==> src/rtl/fifo_wr_arbiter.sv <==
// Round-robin arbiter sharing the fifo1 write port among NREQ producers.
// Grants one requester per burst; bursts end on req_last or after MAX_BURST beats.
module fifo_wr_arbiter #(
  parameter int unsigned DSIZE     = 8,
  parameter int unsigned NREQ      = 4,
  parameter int unsigned MAX_BURST = 16
) (
  input  logic                   wclk,
  input  logic                   wrst_n,
  input  logic [NREQ-1:0]        req_valid,
  input  logic [NREQ*DSIZE-1:0]  req_data,
  input  logic [NREQ-1:0]        req_last,
  output logic [NREQ-1:0]        req_ready,
  output logic [DSIZE-1:0]       wdata,
  output logic                   winc,
  input  logic                   wfull,
  output logic [NREQ-1:0]        gnt,
  output logic                   burst_active
);

  localparam int unsigned IW = (NREQ > 1) ? $clog2(NREQ) : 1;
  localparam int unsigned CW = $clog2(MAX_BURST + 1);

  typedef enum logic {IDLE, BURST} state_t;

  state_t          state;
  logic [IW-1:0]   gidx;
  logic [IW-1:0]   ptr;
  logic [CW-1:0]   cnt;

  logic            pick_found;
  logic [IW-1:0]   pick_idx;
  logic [IW-1:0]   cand;
  logic            accept;
  logic            last_beat;

  // Search from ptr+1 upward with wrap; first valid requester wins.
  always_comb begin
    pick_found = 1'b0;
    pick_idx   = '0;
    cand       = '0;
    for (int k = 1; k <= int'(NREQ); k++) begin
      cand = IW'((int'(ptr) + k) % int'(NREQ));
      if (!pick_found && req_valid[cand]) begin
        pick_found = 1'b1;
        pick_idx   = cand;
      end
    end
  end

  assign burst_active = (state == BURST);
  assign accept       = burst_active && req_valid[gidx] && !wfull;
  assign last_beat    = req_last[gidx] || (cnt == CW'(MAX_BURST - 1));

  // Write port is a zero-latency mux off the granted slice, held at zero otherwise.
  assign winc      = accept;
  assign req_ready = (burst_active && !wfull) ? gnt : '0;
  assign wdata     = accept ? req_data[gidx*DSIZE +: DSIZE] : '0;

  always_ff @(posedge wclk or negedge wrst_n) begin
    if (!wrst_n) begin
      state <= IDLE;
      gnt   <= '0;
      gidx  <= '0;
      ptr   <= IW'(NREQ - 1);
      cnt   <= '0;
    end else begin
      case (state)
        IDLE: begin
          if (pick_found) begin
            gnt   <= NREQ'(1) << pick_idx;
            gidx  <= pick_idx;
            state <= BURST;
          end
        end
        BURST: begin
          if (accept) begin
            if (last_beat) begin
              state <= IDLE;
              gnt   <= '0;
              cnt   <= '0;
              ptr   <= gidx;
            end else begin
              cnt <= cnt + CW'(1);
            end
          end
        end
        default: state <= IDLE;
      endcase
    end
  end

endmodule

==> config.mk <==
export PLATFORM = sky130hd
export DESIGN_NAME = fifo_wr_arbiter
export DESIGN_NICKNAME = d
export VERILOG_FILES = /design/src/rtl/fifo_wr_arbiter.sv
export SDC_FILE = /design/constraint.sdc
export NUM_CORES = 1
export LEC_CHECK = 0
export BUFFER_PORTS_ARGS = -buffer_cell sky130_fd_sc_hd__buf_4
export CORE_MARGIN = 4
export CORE_UTILIZATION = 33
export CTS_BUF_LIST = sky130_fd_sc_hd__clkbuf_16
export DETAILED_ROUTE_END_ITERATION = 7
export SYNTH_ARGS = -nofsm -noshare
export SYNTH_HDL_FRONTEND = slang
export SYNTH_SLANG_ARGS = --single-unit
==> constraint.sdc <==
create_clock -name wclk -period 5.08 [get_ports wclk]
set_clock_uncertainty 0.15 [all_clocks]
set_input_delay 0.762 -clock wclk [delete_from_list [all_inputs] [get_ports wclk]]
set_output_delay 0.762 -clock wclk [all_outputs]
set_load 0.03 [all_outputs]
==> reports/results.tsv <==
stage	metric	value	unit
outcome	outcome	complete, no violations	
timing	Max Clk Rate	346	MHz
synthesis	top-area cell type share of the netlist area	28.9	%
timing	crit share post-route	57.0	%
die	I/O pin cnt	61	
grt	global-route wire length before repair	4890	um
power	leak pwr	0.788	nW
synthesis	area leader, netlist	dfrtp_1	
power	Power Density	501	mW/mm^2
clock_tree	Clock Pin Slew Worst Setup and Hold Paths	0.05	ns
placed_design	RePlAce Congestion	0.765	
die	# rows	20	
synthesis	area of the mapped netlist	0.00104	mm^2
clock_tree	root buf cell	clkbuf_16	
grt	gr usage total	14.9	%
synthesis	Post-Synthesis Cells	95	
worst_setup_path	WP data required	4.17	ns
timing	WHS	0.209	ns
timing	final hold viol count	0	
clock_tree	hold_buf cts	0	
clock_tree	CTS Sinks	14	
die	die span in y	64.1	um
die	Initial Util	34.3	%
detailed_routing	1st-pass router iterations	4	
placed_design	port bufs	60	
synthesis	Mapped Avg Cell Area	10.9	um^2
detailed_routing	1st-iter DRT viols	36	
grt	pin count of the biggest net entering global routing	15	
synthesis	Synth Register Bits	14	
die	Die Area	0.00411	mm^2
clock_tree	H-tree depth	1	
synthesis	Async S/R FF share, synth	100	%
detailed_routing	Routed WL	2880	um
timing	Fin Setup TNS	0	ns
clock_tree	# Post-CTS Setup Buffers	0	
clock_tree	clk_lat worst skew	0.24	ns
cells_and_area	most common cell after layout, fill and taps aside	buf_4	
synthesis	Synth Net Count	140	
detailed_routing	Routed Antenna Nets	0	
worst_setup_path	Max FO, Critical Path	12	
synthesis	Main synth FF type	dfrtp_1	
worst_setup_path	CP startpoint kind	flop	
grt	vias in the first global route	1045	
die	Core Region	0.00303	mm^2
power	maximum vdd drop	0.224	mV
timing	setup violators final	0	
cells_and_area	most frequent cells in the layout	buf_4 (60), dfrtp_1 (12), mux4_2 (10)	
synthesis	sequential fraction of the synthesis area	34.0	%
timing	RSZ-0062 raised after global routing	false	
synthesis	EDFF count, synth	0	
clock_tree	CTS max path bufs	2	
clock_tree	Gates resized, CTS repair	0	
synthesis	Yosys Warn Count	0	
placed_design	HPWL after detailed placement	2290	um
cells_and_area	layout cells sized above 1	53.9	%
synthesis	synth top area cells	dfrtp_1 (29%), mux4_2 (22%), and3_1 (5.4%), dfstp_2 (5.1%), mux2_4 (2.9%)	
grt	initial antenna violation count	0	
clock_tree	TritonCTS Buffers	3	
cells_and_area	Ant. Diodes	0	
worst_setup_path	Worst Path Class, Setup	reg2out	
detailed_routing	DRC violations left	0	
timing	Final min period	2.89	ns
detailed_routing	vias per cell	5.01	
cells_and_area	Layout area overhead	53.6	%
timing	relative max-transition margin	46.8	%
timing	Final Max Tran Viols	0	
timing	worst-margin pin slew	0.797	ns
clock_tree	TritonCTS clock tree	done	
flow_run	max_cap viols	0	
die	Die X	64.1	um
hold_path	Hold Crit Class	in2async	
worst_setup_path	Reg2Reg Setup Slack	2.79	ns
synthesis	Distinct cells, synth	33	
worst_setup_path	WP data arrival	1.98	ns
worst_setup_path	Worst setup EP type	output pin	
cells_and_area	final net count	200	
detailed_routing	WL/cell	14.6	um
grt	GR Overflow Total	0	
detailed_routing	vias	992	
==> worst max-delay path: stages (launching register included) <==
cell	delay [ns]
dfrtp_1	0.66
mux4_2	0.69
and3_1	0.22
buf_4	0.16
==> routing by layer <==
layer	part of all wire, %	vias to the layer above	global-route usage [%]
met1	42	448	19.6
met2	44	60	23.6
met3	12	5	3.87
li1	-	479	-
met4	1.5	0	5.54
met5	0	-	0
==> synthesized netlist by cell type (3+ instances only) <==
cell type,count
dfrtp_1,12
mux4_2,10
and3_1,9
nand2_1,7
nor2_1,6
and2_1,4
nor2b_1,4
o21ai_0,4
clkbuf_1,3
==> cells by family (layout without fill, tap and decap cells) <==
logic type,Yosys count,in the layout,share of synthesized area [%]
and+or+nand+nor,39,39,21.2
AOI/OAI and AO/OA,20,20,14.1
DFF,14,14,34.0
muxes,12,12,24.6
buffers and inverters,8,67,3.73
adders and majority gates,2,2,2.41
==> power breakdown <==
group | switching [mW] | leakage [nW] | internal, mW | total, mW
Clock | 0.0411 | 0.0423 | 0.104 | 0.145
Sequential | 0.0710 | 0.173 | 0.160 | 0.231
Combinational | 0.203 | 0.572 | 0.220 | 0.423
Total | 0.315 | 0.788 | 0.484 | 0.799
==> metrics by stage <==
step / power (mW) / instances / util, % / area [um^2] / setup slack (ns)
after floorplan: 0.528 / 95 / - / 1040 / 2.57
after global placement: 0.653 / 194 / 50.1 / 1520 / 2.22
after detailed placement: 0.660 / 194 / 50.1 / 1520 / 2.14
after CTS: 0.810 / 198 / 52.7 / 1600 / 2.15
after global routing: 0.864 / 198 / 52.7 / 1600 / 2.07
final: 0.799 / 198 / 52.7 / 1600 / 2.19
==> area by class of cell <==
class	instances	area, um^2
Fill cell	281	1430
Timing Repair Buffer	60	450
Inverter	3	11.3
Sequential cell	14	353
Multi-Input combinational cell	73	647
Clock buffer	3	75.1
Clock inverter	1	3.75
Tap cell	44	55.1
==> sequential cells by signal, summed over array words and instances (netlist names) <==
name          count
cnt               5
gnt               4
gidx              2
ptr               2
burst_active      1
==> path summary, 6_finish.rpt <==
path                       startpoint        to  cells after the start
setup / recovery              gidx[1]  wdata[0]                      3
hold / removal                 wrst_n    cnt[4]                      1
setup reg to reg              gidx[0]    ptr[0]                      4
hold reg to reg                cnt[0]    cnt[0]                      1
max in group asynchronous      wrst_n    ptr[1]                      1
min in group wclk              cnt[0]    cnt[0]                      1
No activity file was read; power rests on OpenSTA's default activity.
